[src/rtl/ppu_vram_pkg.sv]
// Shared types and default widths for the PPU/CPU VRAM arbiter and the PPU character fetcher.
package ppu_vram_pkg;

  localparam int VRAM_ADDR_W = 12;
  localparam int VRAM_DATA_W = 8;

  typedef struct packed {
    logic [VRAM_ADDR_W-1:0] addr;
    logic [VRAM_DATA_W-1:0] data;
  } vram_wr_t;

  typedef enum logic [1:0] {
    IDLE     = 2'd0,
    RD_PEND  = 2'd1,
    RD_ISSUE = 2'd2,
    RD_DATA  = 2'd3
  } rd_state_e;

endpackage

[src/rtl/vram_wr_fifo.sv]
// Posted CPU write FIFO; head entry visible combinationally, 1-cycle push-to-pop.
// Push is refused when full unless a pop happens in the same cycle.
module vram_wr_fifo
  import ppu_vram_pkg::*;
#(
  parameter int  DEPTH   = 4,
  parameter type entry_t = vram_wr_t
) (
  input  logic   clk,
  input  logic   rst_n,
  input  logic   push,
  input  entry_t push_dat,
  input  logic   pop,
  output entry_t head_dat,
  output logic   full,
  output logic   empty
);

  localparam int AW = $clog2(DEPTH);

  entry_t      mem_q [DEPTH];
  logic [AW:0] wr_ptr_q, wr_ptr_d;
  logic [AW:0] rd_ptr_q, rd_ptr_d;
  logic        do_push, do_pop;

  // Extra pointer MSB distinguishes full from empty when the index bits match.
  assign empty    = (wr_ptr_q == rd_ptr_q);
  assign full     = (wr_ptr_q[AW] != rd_ptr_q[AW]) && (wr_ptr_q[AW-1:0] == rd_ptr_q[AW-1:0]);
  assign head_dat = mem_q[rd_ptr_q[AW-1:0]];
  assign do_pop   = pop && !empty;
  assign do_push  = push && (!full || do_pop);

  always_comb begin
    wr_ptr_d = wr_ptr_q;
    rd_ptr_d = rd_ptr_q;
    if (do_push) wr_ptr_d = wr_ptr_q + {{AW{1'b0}}, 1'b1};
    if (do_pop)  rd_ptr_d = rd_ptr_q + {{AW{1'b0}}, 1'b1};
  end

  always_ff @(posedge clk or negedge rst_n) begin
    if (!rst_n) begin
      wr_ptr_q <= '0;
      rd_ptr_q <= '0;
    end else begin
      wr_ptr_q <= wr_ptr_d;
      rd_ptr_q <= rd_ptr_d;
    end
  end

  always_ff @(posedge clk) begin
    if (do_push) mem_q[wr_ptr_q[AW-1:0]] <= push_dat;
  end

endmodule

[src/rtl/ppu_vram_arbiter.sv]
// VRAM arbiter: PPU fetch has absolute priority and 2-cycle latency; CPU writes posted, reads ordered behind them.
// CPU is held off by withholding cpu_ack. Define ARB_STATS_EN to add stall_cnt/stall_last.
module ppu_vram_arbiter
  import ppu_vram_pkg::*;
#(
  parameter int ADDR_W     = VRAM_ADDR_W,
  parameter int DATA_W     = VRAM_DATA_W,
  parameter int FIFO_DEPTH = 4
) (
  input  logic              clk,
  input  logic              rst_n,
  input  logic              frame,
  input  logic              ppu_req,
  input  logic [ADDR_W-1:0] ppu_addr,
  output logic              ppu_valid,
  output logic [DATA_W-1:0] ppu_data,
  input  logic              cpu_req,
  input  logic              cpu_we,
  input  logic [ADDR_W-1:0] cpu_addr,
  input  logic [DATA_W-1:0] cpu_wdata,
  output logic              cpu_ack,
  output logic [DATA_W-1:0] cpu_rdata,
  output logic              cpu_busy,
  output logic              mem_en,
  output logic              mem_we,
  output logic [ADDR_W-1:0] mem_addr,
  output logic [DATA_W-1:0] mem_wdata,
  input  logic [DATA_W-1:0] mem_rdata
`ifdef ARB_STATS_EN
  ,
  output logic [15:0]       stall_cnt,
  output logic [15:0]       stall_last
`endif
);

  typedef struct packed {
    logic [ADDR_W-1:0] addr;
    logic [DATA_W-1:0] data;
  } wr_ent_t;

  rd_state_e         state_q, state_d;
  logic [ADDR_W-1:0] rd_addr_q, rd_addr_d;
  logic [DATA_W-1:0] cpu_rdata_q, cpu_rdata_d;
  logic              cpu_ack_q, cpu_ack_d;
  logic              mem_en_q, mem_en_d, mem_we_q, mem_we_d;
  logic [ADDR_W-1:0] mem_addr_q, mem_addr_d;
  logic [DATA_W-1:0] mem_wdata_q, mem_wdata_d;
  logic              ppu_pend_q, ppu_pend_d;
  logic              ppu_valid_q, ppu_valid_d;
  logic [DATA_W-1:0] ppu_data_q, ppu_data_d;

  logic    wr_push, wr_pop, fifo_full, fifo_empty, gnt_rd, cpu_take;
  wr_ent_t push_ent, head_ent;

  assign push_ent = '{addr: cpu_addr, data: cpu_wdata};

  vram_wr_fifo #(.DEPTH(FIFO_DEPTH), .entry_t(wr_ent_t)) u_wr_fifo (
    .clk     (clk),
    .rst_n   (rst_n),
    .push    (wr_push),
    .push_dat(push_ent),
    .pop     (wr_pop),
    .head_dat(head_ent),
    .full    (fifo_full),
    .empty   (fifo_empty)
  );

  always_comb begin
    // A read only wins once every older posted write has drained.
    gnt_rd   = !ppu_req && (state_q == RD_PEND) && fifo_empty;
    wr_pop   = !ppu_req && !fifo_empty;
    cpu_take = (state_q == IDLE) && cpu_req && !cpu_ack_q;
    wr_push  = cpu_take && cpu_we && !fifo_full;

    mem_en_d    = ppu_req || gnt_rd || wr_pop;
    mem_we_d    = wr_pop;
    mem_addr_d  = ppu_req ? ppu_addr : gnt_rd ? rd_addr_q : wr_pop ? head_ent.addr : '0;
    mem_wdata_d = wr_pop ? head_ent.data : '0;

    ppu_pend_d  = ppu_req;
    ppu_valid_d = ppu_pend_q;
    ppu_data_d  = ppu_pend_q ? mem_rdata : ppu_data_q;

    state_d     = state_q;
    rd_addr_d   = rd_addr_q;
    cpu_rdata_d = cpu_rdata_q;
    cpu_ack_d   = wr_push;
    case (state_q)
      IDLE: begin
        if (cpu_take && !cpu_we) begin
          state_d   = RD_PEND;
          rd_addr_d = cpu_addr;
        end
      end
      RD_PEND:  if (gnt_rd) state_d = RD_ISSUE;
      RD_ISSUE: begin
        state_d     = RD_DATA;
        cpu_rdata_d = mem_rdata;
        cpu_ack_d   = 1'b1;
      end
      RD_DATA:  state_d = IDLE;
      default:  state_d = IDLE;
    endcase
  end

  always_ff @(posedge clk or negedge rst_n) begin
    if (!rst_n) begin
      state_q     <= IDLE;
      rd_addr_q   <= '0;
      cpu_rdata_q <= '0;
      cpu_ack_q   <= 1'b0;
      mem_en_q    <= 1'b0;
      mem_we_q    <= 1'b0;
      mem_addr_q  <= '0;
      mem_wdata_q <= '0;
      ppu_pend_q  <= 1'b0;
      ppu_valid_q <= 1'b0;
      ppu_data_q  <= '0;
    end else begin
      state_q     <= state_d;
      rd_addr_q   <= rd_addr_d;
      cpu_rdata_q <= cpu_rdata_d;
      cpu_ack_q   <= cpu_ack_d;
      mem_en_q    <= mem_en_d;
      mem_we_q    <= mem_we_d;
      mem_addr_q  <= mem_addr_d;
      mem_wdata_q <= mem_wdata_d;
      ppu_pend_q  <= ppu_pend_d;
      ppu_valid_q <= ppu_valid_d;
      ppu_data_q  <= ppu_data_d;
    end
  end

  assign ppu_valid = ppu_valid_q;
  assign ppu_data  = ppu_data_q;
  assign cpu_ack   = cpu_ack_q;
  assign cpu_rdata = cpu_rdata_q;
  assign cpu_busy  = !fifo_empty || (state_q != IDLE);
  assign mem_en    = mem_en_q;
  assign mem_we    = mem_we_q;
  assign mem_addr  = mem_addr_q;
  assign mem_wdata = mem_wdata_q;

`ifdef ARB_STATS_EN
  logic [15:0] stall_cnt_q, stall_cnt_d, stall_last_q, stall_last_d;
  logic        stall;

  always_comb begin
    stall        = ppu_req && (!fifo_empty || (state_q == RD_PEND));
    stall_cnt_d  = stall_cnt_q;
    stall_last_d = stall_last_q;
    if (frame) begin
      stall_last_d = stall_cnt_q;
      stall_cnt_d  = '0;
    end else if (stall && (stall_cnt_q != 16'hFFFF)) begin
      stall_cnt_d = stall_cnt_q + 16'd1;
    end
  end

  always_ff @(posedge clk or negedge rst_n) begin
    if (!rst_n) begin
      stall_cnt_q  <= '0;
      stall_last_q <= '0;
    end else begin
      stall_cnt_q  <= stall_cnt_d;
      stall_last_q <= stall_last_d;
    end
  end

  assign stall_cnt  = stall_cnt_q;
  assign stall_last = stall_last_q;
`else
  logic unused_frame;
  assign unused_frame = frame;
`endif

endmodule
[config.mk]
export PLATFORM = sky130hd
export DESIGN_NAME = ppu_vram_arbiter
export DESIGN_NICKNAME = d
export VERILOG_FILES = /design/src/rtl/ppu_vram_pkg.sv /design/src/rtl/vram_wr_fifo.sv /design/src/rtl/ppu_vram_arbiter.sv
export SDC_FILE = /design/constraint.sdc
export NUM_CORES = 1
export LEC_CHECK = 0
export CAP_MARGIN = 30
export CORE_MARGIN = 3
export CORE_UTILIZATION = 30
export DETAILED_ROUTE_END_ITERATION = 8
export PLACE_DENSITY = 0.59
export SLEW_MARGIN = 20
export SYNTH_ARGS = -nofsm -noshare
export SYNTH_HDL_FRONTEND = slang
export SYNTH_HIERARCHICAL = 1
export SYNTH_SLANG_ARGS = --single-unit
[constraint.sdc]
create_clock -name clk -period 4.2 [get_ports clk]
set_input_delay 0.84 -clock clk [delete_from_list [all_inputs] [get_ports clk]]
set_output_delay 0.84 -clock clk [all_outputs]
set_load 0.03 [all_outputs]
==> metrics.csv <==
stage,metric,value,unit
setup_path,cp-end-kind,output port,
synthesis,syn_area_per_cell,17.5,um2
place,hpwl,7420,um
route,wire_per_inst,17.5,um
route,first_iter_violations,151,
route,highest_layer,met4,
route,wirelength,11400,um
clock_tree,numCtsBuffers,17,
setup_path,r2r_cells,8,
timing,skew,5.69,ps
timing,max_slew_margin,0.473,
route,route.met3.wl,638,um
power_and_ir_drop,ir_drop,0.000398,V
cells_and_area,final_util,0.409,
floorplanning,io_pins,87,
timing,rsz0062_at_grt,no,
floorplanning,start_util,0.313,
setup_path,crit_path_cell_trace,"xor2_1, nor3_2, buf_4, nand2_1, clkdlybuf4s50_1",
run_status,status,"complete, no violations",
clock_tree,path_clk_slew,60,ps
synthesis,ys_warn_count,6,
synthesis,yosys.area.top_type,edfxtp_1,
route,dr_wl_met2,5680,um
setup_path,ff2ff_setup_slack,1230,ps
synthesis,synth_edf_count,80,
grt,overflow,0,
synthesis,netlist_area,5520,um2
clock_tree,post_cts_buffers,0,
synthesis,synthTopCellsByArea,"edfxtp_1, dfrtp_1, mux4_2, mux2_2, ha_1",
setup_path,r2r-end,u_wr_fifo/mem_q[3][16],
clock_tree,cts-root-buf,clkbuf_16,
clock_tree,holdBufCountCts,0,
synthesis,synth.top_cell.area_share,0.435,
synthesis,synth_cell_types,39,
synthesis,syn_nets,370,
cells_and_area,area_delta_synth_final,30.7,%
route,drc_errors,0,
clock_tree,cts_tree,yes,
worst_hold_path,hp-class,in2async,
grt,grt_max_degree,32,
setup_path,startpoint,u_wr_fifo/wr_ptr_q[1],
floorplanning,rows,48,
floorplanning,die-width,142,um
place,gp_congestion,0.712,
cells_and_area,final_nets,469,
synthesis,ys_seq_area_frac,0.712,
grt,grt_pass1_vias,3332,
grt,grt_usage,0.121,
timing,whs,505,ps
clock_tree,clock_sinks,141,
synthesis,syn_inst,316,
synthesis,ys.flop_type,edfxtp_1,
route,via_per_inst,4.66,
grt,grt_pass1_wl,18300,um
setup_path,crit_required,3360,ps
cells_and_area,fill_cells,1628,
run,maxCapViolations,0,
route,detail-route-antenna-nets,0,
setup_path,crit_arrival,2610,ps
synthesis,synthArstFlopShare,0.433,
timing,finalHoldViolations,0,
setup_path,criticalPathCategory,reg2out,
clock_tree,cts_resized,0,
setup_path,worst-path-max-fanout,19,
clock_tree,cts-htree-levels,4,
synthesis,ys_ff_latch,141,
grt,antenna_found_initial,0,
timing,report.final.setup_viol,0,
clock_tree,cts_buffer_depth,2,
setup_path,start_kind,register,
floorplanning,die_h,142,um
setup_path,cp_slowest_cell,clkdlybuf4s50_1,
timing,slew_viol_final,0,
timing,fin_crit,3450,ps
setup_path,max_stage_delay,680,ps
route,met1Wirelength,4950,um
synthesis,synth_common_cells,"edfxtp_1, dfrtp_1, mux2_2, mux4_2, nand2_1",
timing,fin_crit_sh,0.822,
setup_path,r2r_start,u_wr_fifo/wr_ptr_q[1],
power_and_ir_drop,p_per_area,703,nW/um2
route,vias,3043,
floorplanning,coreArea,17700,um2
power_and_ir_drop,p_leak,2.66,nW
floorplanning,die_area,20100,um2
synthesis,yosysMostFrequentCell,edfxtp_1,
place,port_buffers,85,
route,firstDrtPassIters,4,
cells_and_area,drive_gt1_frac,0.231,
timing,worst_pin_slew,788,ps
timing,tns,0,ps
clock_tree,clk_latency,410,ps
cells_and_area,antenna_cells,0,
timing,fmax,0.290,GHz
## cells by family (layout without fill, tap and decap cells)
| group | Yosys count | after routing | synth area share |
|---|---|---|---|
| AO/OA/AOI/OAI | 36 | 36 | 0.0431 |
| XOR/XNOR | 5 | 5 | 0.00793 |
| adder cells (fa/ha/maj) | 8 | 8 | 0.0181 |
| buffers and inverters | 21 | 133 | 0.0193 |
| flip-flops | 141 | 141 | 0.712 |
| multiplexers | 51 | 51 | 0.146 |
| AND/OR/NAND/NOR | 54 | 54 | 0.0544 |
## sequential cells by signal, summed over array words and instances, names as in the netlist, 2 cells and up
signal / count
mem_addr: 12
ppu_data: 8
u_wr_fifo/rd_ptr_q: 3
state_q: 2
cpu_rdata: 8
u_wr_fifo/mem_q: 80
mem_wdata: 8
u_wr_fifo/wr_ptr_q: 3
rd_addr_q: 12
## worst max path at each step
stage	endpoint	slack, ps
after floorplan	u_wr_fifo/mem_q[0][0]	1070
after global placement	u_wr_fifo/mem_q[0][4]	1090
after detailed placement	u_wr_fifo/mem_q[3][3]	1120
after CTS	cpu_busy	730
after global routing	cpu_busy	590
final	cpu_busy	750
## where the power goes
group	leakage [nW]	total, W	switching (W)	internal, W
logic	0.940	0.00179	0.000966	0.000824
registers	1.45	0.00188	0.000135	0.00174
clock network	0.266	0.00141	0.000544	0.000862
## worst max-delay path, delay by kind of cell, from the launching register on
family	cells	cell delay [ps]
xor gates and xnor gates	1	660
and+or+nand+nor	2	190
DFF	1	430
buffers and inverters	2	920
## cell type report
class | instances | area (um2) | area share
timing repair buffer | 95 | 921 | 0.128
clock buffer | 23 | 478 | 0.0663
tap | 225 | 282 | 0.0390
clock inverter | 9 | 87.6 | 0.0121
inverter | 6 | 22.5 | 0.00312
multi-input combinational | 154 | 1490 | 0.207
sequential | 141 | 3930 | 0.545
## routing by layer
| layer | vias up | global-route usage |
|---|---|---|
| li1 | 1403 | - |
| met4 | 0 | 0.0495 |
| met5 | - | 0 |
| met1 | 1542 | 0.147 |
| met3 | 16 | 0.0404 |
| met2 | 82 | 0.200 |
## layout by cell type, fill, tap and decap left out, types with 3 or more instances in the layout
master           Yosys  layout
clkbuf_16            0      17
nor2_1               4       4
nor2b_1             11      11
xor2_1               3       3
buf_4                1      10
dfrtp_1             61      60
clkdlybuf4s50_1      0      84
inv_1                6       6
mux2_2              30      30
ha_1                 8       8
clkbuf_8             0       3
clkbuf_1             4       3
a31oi_1             12      12
clkinvlp_4           0       4
mux4_2              20      20
edfxtp_1            80      80
o21ai_0             10      10
nand2_1             16      16
and2_1               9       9
## per-stage QoR
step,total power [W],instances,worst slack (ps),instance area (um2)
finish,0.00507,653,747,7210
global route,0.00537,653,594,7210
CTS,0.00516,653,732,7210
detailed placement,0.00373,621,1120,6650
global placement,0.00370,621,1090,6650
floorplan,0.00310,316,1070,5520
Power figures use the tool's default switching activity.
